$ cat config.mk
export PLATFORM = sky130hd
export DESIGN_NAME = dmem_port_arbiter_flat
export DESIGN_NICKNAME = d
export VERILOG_FILES = /design/src/rtl/dmem_port_arbiter_if.sv /design/src/rtl/dmem_port_arbiter.sv /design/src/flat_wrapper.sv
export SDC_FILE = /design/constraint.sdc
export NUM_CORES = 1
export LEC_CHECK = 0
export ABC_AREA = 1
export BUFFER_PORTS_ARGS = -buffer_cell sky130_fd_sc_hd__buf_2
export CAP_MARGIN = 10
export CORE_MARGIN = 8
export CORE_UTILIZATION = 35
export DETAILED_ROUTE_END_ITERATION = 8
export PLACE_DENSITY_LB_ADDON = 0.2
export SLEW_MARGIN = 15
export SYNTH_ARGS = -nofsm -noshare
export SYNTH_HDL_FRONTEND = slang
export SYNTH_SLANG_ARGS = --single-unit
$ cat constraint.sdc
create_clock -name clk -period 1.8 [get_ports clk]
set_clock_uncertainty 0.05 [all_clocks]
set_input_delay 0 -clock clk [delete_from_list [all_inputs] [get_ports clk]]
set_output_delay 0 -clock clk [all_outputs]
set_load 0.05 [all_outputs]
$ cat src/rtl/dmem_port_arbiter_if.sv
// Bus bundle between the CPU MEM stage, the debug bridge, the data-memory arbiter and the memory array.
// The arbiter takes the slave view; requesters and memory together take the master view.
interface dmem_port_arbiter_if #(
  parameter int ADDR_W = 11,
  parameter int DATA_W = 32
);
  logic              cpu_req;
  logic              cpu_we;
  logic [ADDR_W-1:0] cpu_addr;
  logic [DATA_W-1:0] cpu_wdata;
  logic [DATA_W-1:0] cpu_rdata;
  logic              cpu_stall;
  logic              cpu_err;

  logic              dbg_valid;
  logic              dbg_we;
  logic [ADDR_W-1:0] dbg_addr;
  logic [DATA_W-1:0] dbg_wdata;
  logic              dbg_ready;
  logic              dbg_rvalid;
  logic [DATA_W-1:0] dbg_rdata;

  logic [ADDR_W-1:0] mem_addr;
  logic [DATA_W-1:0] mem_wdata;
  logic              mem_wren;
  logic [DATA_W-1:0] mem_rdata;

  modport slave (
    input  cpu_req, cpu_we, cpu_addr, cpu_wdata,
    output cpu_rdata, cpu_stall, cpu_err,
    input  dbg_valid, dbg_we, dbg_addr, dbg_wdata,
    output dbg_ready, dbg_rvalid, dbg_rdata,
    output mem_addr, mem_wdata, mem_wren,
    input  mem_rdata
  );

  modport master (
    output cpu_req, cpu_we, cpu_addr, cpu_wdata,
    input  cpu_rdata, cpu_stall, cpu_err,
    output dbg_valid, dbg_we, dbg_addr, dbg_wdata,
    input  dbg_ready, dbg_rvalid, dbg_rdata,
    input  mem_addr, mem_wdata, mem_wren,
    output mem_rdata
  );
endinterface

$ cat src/rtl/dmem_port_arbiter.sv
// Shares one single-port data memory between the CPU load/store path and a debug/loader port,
// stalling the CPU while its load is in flight and forcing debug through after STARVE_MAX lost cycles.
module dmem_port_arbiter #(
  parameter int ADDR_W     = 11,
  parameter int DATA_W     = 32,
  parameter int DEPTH      = 1536,
  parameter int STARVE_MAX = 4
) (
  input  logic              clk,
  input  logic              rst,
  dmem_port_arbiter_if.slave bus
);

  localparam int                CNT_W   = $clog2(STARVE_MAX + 1);
  localparam logic [CNT_W-1:0]  CNT_MAX = CNT_W'(STARVE_MAX);
  localparam logic [ADDR_W:0]   DEPTH_L = (ADDR_W + 1)'(DEPTH);

  typedef enum logic [1:0] {IDLE, RD_CPU, RD_DBG} state_t;

  function automatic logic in_range(input logic [ADDR_W-1:0] addr);
    return {1'b0, addr} < DEPTH_L;
  endfunction

  function automatic logic [CNT_W-1:0] sat_inc(input logic [CNT_W-1:0] v);
    return (v == CNT_MAX) ? v : v + 1'b1;
  endfunction

  state_t            state;
  logic [CNT_W-1:0]  starve_cnt;
  logic [DATA_W-1:0] cpu_rdata_p1;
  logic [DATA_W-1:0] dbg_rdata_p1;
  logic              oor_vld_p1;
  logic [ADDR_W-1:0] addr_p1;
  logic [DATA_W-1:0] wdata_p1;

  logic              idle;
  logic              rd_cpu_done;
  logic              rd_dbg_done;
  logic              starved;
  logic              grant_dbg;
  logic              grant_cpu;
  logic              cpu_ok;
  logic              dbg_ok;
  logic              mem_hit;
  logic              sel_we;
  logic [ADDR_W-1:0] sel_addr;
  logic [DATA_W-1:0] sel_wdata;
  logic              cpu_done;
  logic              dbg_oor_rd;

  // Stage p0: grant decision and memory request, all combinational in the request cycle.
  // Reset masks every grant and completion so an aborted access leaves no trace.
  assign idle        = (state == IDLE) && !rst;
  assign rd_cpu_done = (state == RD_CPU) && !rst;
  assign rd_dbg_done = (state == RD_DBG) && !rst;
  assign starved     = (starve_cnt == CNT_MAX);

  assign grant_dbg = idle && bus.dbg_valid && (!bus.cpu_req || starved);
  assign grant_cpu = idle && bus.cpu_req && !grant_dbg;

  assign cpu_ok  = in_range(bus.cpu_addr);
  assign dbg_ok  = in_range(bus.dbg_addr);
  assign mem_hit = (grant_cpu && cpu_ok) || (grant_dbg && dbg_ok);

  assign sel_we    = grant_dbg ? bus.dbg_we    : bus.cpu_we;
  assign sel_addr  = grant_dbg ? bus.dbg_addr  : bus.cpu_addr;
  assign sel_wdata = grant_dbg ? bus.dbg_wdata : bus.cpu_wdata;

  // Stores and out-of-range accesses finish in the grant cycle; loads finish in RD_CPU.
  assign cpu_done   = (grant_cpu && (bus.cpu_we || !cpu_ok)) || rd_cpu_done;
  assign dbg_oor_rd = grant_dbg && !dbg_ok && !bus.dbg_we;

  assign bus.cpu_stall = bus.cpu_req && !cpu_done;
  assign bus.cpu_err   = grant_cpu && !cpu_ok;
  assign bus.cpu_rdata = rd_cpu_done ? bus.mem_rdata : cpu_rdata_p1;

  assign bus.dbg_ready  = grant_dbg;
  assign bus.dbg_rvalid = rd_dbg_done || oor_vld_p1;
  assign bus.dbg_rdata  = rd_dbg_done ? bus.mem_rdata : dbg_rdata_p1;

  // Address/data hold their last granted value so the array never sees a floating bus.
  assign bus.mem_wren  = mem_hit && sel_we;
  assign bus.mem_addr  = mem_hit ? sel_addr  : addr_p1;
  assign bus.mem_wdata = mem_hit ? sel_wdata : wdata_p1;

  // Stage p1: FSM, starvation counter and captured read data.
  always_ff @(posedge clk) begin
    if (rst) begin
      state        <= IDLE;
      starve_cnt   <= '0;
      cpu_rdata_p1 <= '0;
      dbg_rdata_p1 <= '0;
      oor_vld_p1   <= 1'b0;
      addr_p1      <= '0;
      wdata_p1     <= '0;
    end else begin
      oor_vld_p1 <= dbg_oor_rd;

      if (rd_cpu_done) begin
        cpu_rdata_p1 <= bus.mem_rdata;
      end

      if (rd_dbg_done) begin
        dbg_rdata_p1 <= bus.mem_rdata;
      end else if (dbg_oor_rd) begin
        dbg_rdata_p1 <= '0;
      end

      if (mem_hit) begin
        addr_p1  <= sel_addr;
        wdata_p1 <= sel_wdata;
      end

      if (!bus.dbg_valid || grant_dbg) begin
        starve_cnt <= '0;
      end else begin
        starve_cnt <= sat_inc(starve_cnt);
      end

      unique case (state)
        IDLE: begin
          if (mem_hit && !sel_we) begin
            state <= grant_dbg ? RD_DBG : RD_CPU;
          end
        end
        RD_CPU:  state <= IDLE;
        RD_DBG:  state <= IDLE;
        default: state <= IDLE;
      endcase
    end
  end

endmodule
$ cat src/flat_wrapper.sv
// flat-port wrapper written by rule: the top's interface ports become plain ports
module dmem_port_arbiter_flat 
#(
  parameter int ADDR_W     = 11,
  parameter int DATA_W     = 32,
  parameter int DEPTH      = 1536,
  parameter int STARVE_MAX = 4
)
  (clk, rst, bus_cpu_req, bus_cpu_we, bus_cpu_addr, bus_cpu_wdata, bus_cpu_rdata, bus_cpu_stall, bus_cpu_err, bus_dbg_valid, bus_dbg_we, bus_dbg_addr, bus_dbg_wdata, bus_dbg_ready, bus_dbg_rvalid, bus_dbg_rdata, bus_mem_addr, bus_mem_wdata, bus_mem_wren, bus_mem_rdata);
  dmem_port_arbiter_if #(.ADDR_W(ADDR_W), .DATA_W(DATA_W)) bus_i ();
  input  logic clk;
  input  logic rst;
  input wire logic [$bits(bus_i.cpu_req)-1:0] bus_cpu_req;
  input wire logic [$bits(bus_i.cpu_we)-1:0] bus_cpu_we;
  input wire logic [$bits(bus_i.cpu_addr)-1:0] bus_cpu_addr;
  input wire logic [$bits(bus_i.cpu_wdata)-1:0] bus_cpu_wdata;
  output wire logic [$bits(bus_i.cpu_rdata)-1:0] bus_cpu_rdata;
  output wire logic [$bits(bus_i.cpu_stall)-1:0] bus_cpu_stall;
  output wire logic [$bits(bus_i.cpu_err)-1:0] bus_cpu_err;
  input wire logic [$bits(bus_i.dbg_valid)-1:0] bus_dbg_valid;
  input wire logic [$bits(bus_i.dbg_we)-1:0] bus_dbg_we;
  input wire logic [$bits(bus_i.dbg_addr)-1:0] bus_dbg_addr;
  input wire logic [$bits(bus_i.dbg_wdata)-1:0] bus_dbg_wdata;
  output wire logic [$bits(bus_i.dbg_ready)-1:0] bus_dbg_ready;
  output wire logic [$bits(bus_i.dbg_rvalid)-1:0] bus_dbg_rvalid;
  output wire logic [$bits(bus_i.dbg_rdata)-1:0] bus_dbg_rdata;
  output wire logic [$bits(bus_i.mem_addr)-1:0] bus_mem_addr;
  output wire logic [$bits(bus_i.mem_wdata)-1:0] bus_mem_wdata;
  output wire logic [$bits(bus_i.mem_wren)-1:0] bus_mem_wren;
  input wire logic [$bits(bus_i.mem_rdata)-1:0] bus_mem_rdata;
  assign bus_i.cpu_req = bus_cpu_req;
  assign bus_i.cpu_we = bus_cpu_we;
  assign bus_i.cpu_addr = bus_cpu_addr;
  assign bus_i.cpu_wdata = bus_cpu_wdata;
  assign bus_cpu_rdata = bus_i.cpu_rdata;
  assign bus_cpu_stall = bus_i.cpu_stall;
  assign bus_cpu_err = bus_i.cpu_err;
  assign bus_i.dbg_valid = bus_dbg_valid;
  assign bus_i.dbg_we = bus_dbg_we;
  assign bus_i.dbg_addr = bus_dbg_addr;
  assign bus_i.dbg_wdata = bus_dbg_wdata;
  assign bus_dbg_ready = bus_i.dbg_ready;
  assign bus_dbg_rvalid = bus_i.dbg_rvalid;
  assign bus_dbg_rdata = bus_i.dbg_rdata;
  assign bus_mem_addr = bus_i.mem_addr;
  assign bus_mem_wdata = bus_i.mem_wdata;
  assign bus_mem_wren = bus_i.mem_wren;
  assign bus_i.mem_rdata = bus_mem_rdata;
  dmem_port_arbiter #(.ADDR_W(ADDR_W), .DATA_W(DATA_W), .DEPTH(DEPTH), .STARVE_MAX(STARVE_MAX)) u_core (.clk(clk), .rst(rst), .bus(bus_i));
endmodule
==> results.md <==
* Per-cell routed wire length at 15.83 µm
* Final setup viols at 73
* Maximum vdd drop at 739.1 µV
* Dominant cells by area after synthesis: dfxtp_1 39%, nand2_1 18%, inv_1 9.2%
* GRT overflow at 0
* Clock buffer depth at 2
* Period utilization at 123.1%
* Yosys top cell by area: dfxtp_1
* Hold_ws at 0.03261 ns
* DRT Pass-1 Iters at 5
* # DRC at 0
* Starting Density at 35.39%
* TritonCTS buffer count at 17
* I/O pins at 236
* Total number of vias at 7,082
* CP Class: reg -> out
* Slew headroom at 40.69%
* Most frequent CP cell: nand2_4
* Area Growth Syn to Fin at 93.26%
* Synth top area share at 38.96%
* Status: finished with violations
* Vias in the first global route at 6,872
* Part of the Yosys area used for sequential elements at 38.96%
* Die area at 0.02097 mm²
* Dpl cells at 1,318
* Crit start category: flip-flop
* Fraction of layout cells with a size suffix above 1 at 45.96%
* Die X-Extent at 144.8 µm
* First-pass GRT wire length at 34.10 mm
* Min Tclk post-route at 2.216 ns
* Worst hold path class: in -> reg
* Worst-path maximum fanout at 14
* Die Y at 144.8 µm
* Clk Latency, worst-skew pair at 0.41 ns
* CP endpoint kind: output port
* Crit-path leading delay family: buffers and inverters
* Total GRT Usage at 20.87%
* Nets at 1,412
* Register bit total from synthesis at 113
* Number of synthesized flops with an enable pin at 0
* Yosys cell types at 28
* CTS root buf: clkbuf_16
* RSZ-0062 raised after global routing: true
* MaxCap Viol Count at 0
* TritonCTS clock tree: done
* Worst path buffer plus inverter count at 5
* FFs w/ async S/R, synth at 0%
* Ys flop type: dfxtp_1
* Synthesis warning total at 0
* Synth Instances at 889
* CP arrival at 2.17 ns
* Worst-Margin Slew at 0.8897 ns
* CTS clk-pin slew, worst paths at 0.05 ns
* Master of the slowest instance on the critical path: dfxtp_2
* Worst path cell trace: inv_2 -> ha_4 -> nand2_4 -> nand2_4 -> nand2_4 -> buf_4 -> buf_6 -> o21bai_1 -> nand2_1 -> nand2_2 -> nand2_2 -> inv_2 -> buf_8
* Core Box Area at 0.01641 mm²
* I/O Buffers at 235
* Fmax at 0.4513 GHz
* Starting DRT DRC Count at 265
* Failing checks: negative setup slack
* Initial antenna violation count at 3
* Cell leakage power at 5.916 nW
* Cell Rows at 47
* Final std cells w/o fill at 1,522
* Total Wirelength at 24.09 mm
* Post-Syn Nets at 1,015
* Fin area at 0.01122 mm²
* Hpwl dp at 12.46 mm
* PwrDens at 799.0 mW/mm²
* Synth Cell Area at 0.005807 mm²
* Max Slew Vio Count at 0
* Via-to-Cell Ratio at 4.653
* Syn avg cell area at 6.532 µm²
* Post-layout util at 68.40%
* Worst Setup Slack, final at -0.4160 ns
* Routed Antenna Nets at 0
* Pin count of the biggest net entering global routing at 76
* Clk sinks at 113
* Largest stage delay, worst path at 0.33 ns
* Routability Congestion at 0.7732
* WP data required at 1.75 ns
* Htree depth at 4
* Final Hold Viols at 0
* Cell Area, Placed at 0.007366 mm²
## cells in the mapped netlist (6+ instances only)
cell type and number:
o21ai_0 44, o21bai_1 43, inv_1 142, dfxtp_1 113, nor2_1 109, clkbuf_1 22
nand3b_1 43, nand2_1 285, buf_4 6, or2_2 33, buf_2 17
## final cells by class
class	instances	area (µm²)
fill	1230	5185
inverter	144	554.3
tap	220	275.3
clock buffer	18	439.2
sequential	113	2266
antenna	3	7.507
timing repair buffer	430	4063
multi-input combinational	580	3486
clock inverter	14	131.4
## logic make-up after synthesis
group | share of synthesized area [%]
and+or+nand+nor | 36.41
buffers and inverters | 13.94
DFF | 38.96
AOI/OAI and AO/OA | 9.955
xor gates and xnor gates | 0.3017
adders and majority gates | 0.4309
## cells in the final DEF, fill, tap and decap left out, drive strengths merged
cell / synthesis / routed
buf: 30 / 325
nand2: 287 / 287
inv: 144 / 145
dfxtp: 113 / 113
nor2: 112 / 112
dlygate4sd3: 0 / 95
o21ai: 44 / 44
nand3b: 43 / 43
o21bai: 43 / 43
or2: 33 / 33
clkbuf: 22 / 28
clkinv: 0 / 7
clkinvlp: 0 / 5
nand3: 5 / 5
a21oi: 4 / 4
diode: 0 / 3
nand4: 2 / 2
ha: 2 / 2
a21boi: 1 / 1
nor3: 1 / 1
o211ai: 1 / 1
xor2: 1 / 1
xnor2: 1 / 1
bufinv: 0 / 1
## metal layers
layer,share of wire [%],GRT usage (%),wire (µm)
met1,38,22.60,9182
met3,7.4,6.562,1793
met2,51,37.22,12290
met5,0.054,0,13
met4,3.4,7.886,811
## metrics by stage
| step | setup WS [ns] | setup TNS, ns | power, mW |
|---|---|---|---|
| floorplan | -0.2824 | -1.157 | 4.029 |
| CTS | -0.3744 | -19.27 | 8.577 |
| finish | -0.4160 | -18.38 | 8.966 |
| detailed placement | -0.01332 | -0.01992 | 4.545 |
| global placement | 0.03051 | 0 | 4.544 |
| global route | -0.5080 | -28.18 | 9.321 |
## final timing paths
path	start	to	slack, ns	depth (start not counted)
setup / recovery	u_core.starve_cnt[0]$_SDFFE_PP0N_	bus_mem_wdata[18]	-0.42	13
hold / removal	bus_dbg_addr[9]	u_core.addr_p1[9]$_SDFF_PP0_	0.03	7
setup reg to reg	u_core.starve_cnt[0]$_SDFFE_PP0N_	u_core.wdata_p1[21]$_SDFF_PP0_	-0.34	16
hold reg to reg	u_core.dbg_rdata_p1[14]$_SDFFE_PP0P_	u_core.dbg_rdata_p1[14]$_SDFFE_PP0P_	0.49	4
## where the power goes
group	total [mW]	internal [mW]	switching, mW
logic	3.11	1.38	1.73
registers	2.65	2.62	0.0281
clock network	3.21	1.95	1.26
total	8.97	5.94	3.02
## worst register-to-register path, cell delays in order (launching register included)
cell      delay, ns
dfxtp_2        0.33
inv_2          0.08
ha_4           0.15
nand2_4        0.07
nand2_4        0.08
nand2_4        0.07
buf_4          0.14
buf_12         0.15
o21bai_1       0.16
nand2_1        0.12
nand2_4        0.08
nand2_4        0.05
buf_4          0.12
buf_4          0.12
buf_4          0.12
buf_4          0.13
nor2_1         0.08
## state kept, by name, indices dropped and copies added (netlist names)
name / flops
u_core.cpu_rdata_p1: 32
u_core.dbg_rdata_p1: 32
u_core.wdata_p1: 32
u_core.addr_p1: 11
u_core.starve_cnt: 3
u_core.state: 2
u_core.oor_vld_p1: 1
## what timing repair did
| action | CTS | global route |
|---|---|---|
| buffers inserted | 45 | 21 |
| hold endpoints to repair | 99 | 0 |
| hold buffers | 95 | 0 |
| setup endpoints to repair | 83 | 168 |
| gates resized for setup | 282 | 277 |
| gates cloned | 7 | 7 |
| pin swaps | 13 | 34 |
(Power assumes the default switching activity.)
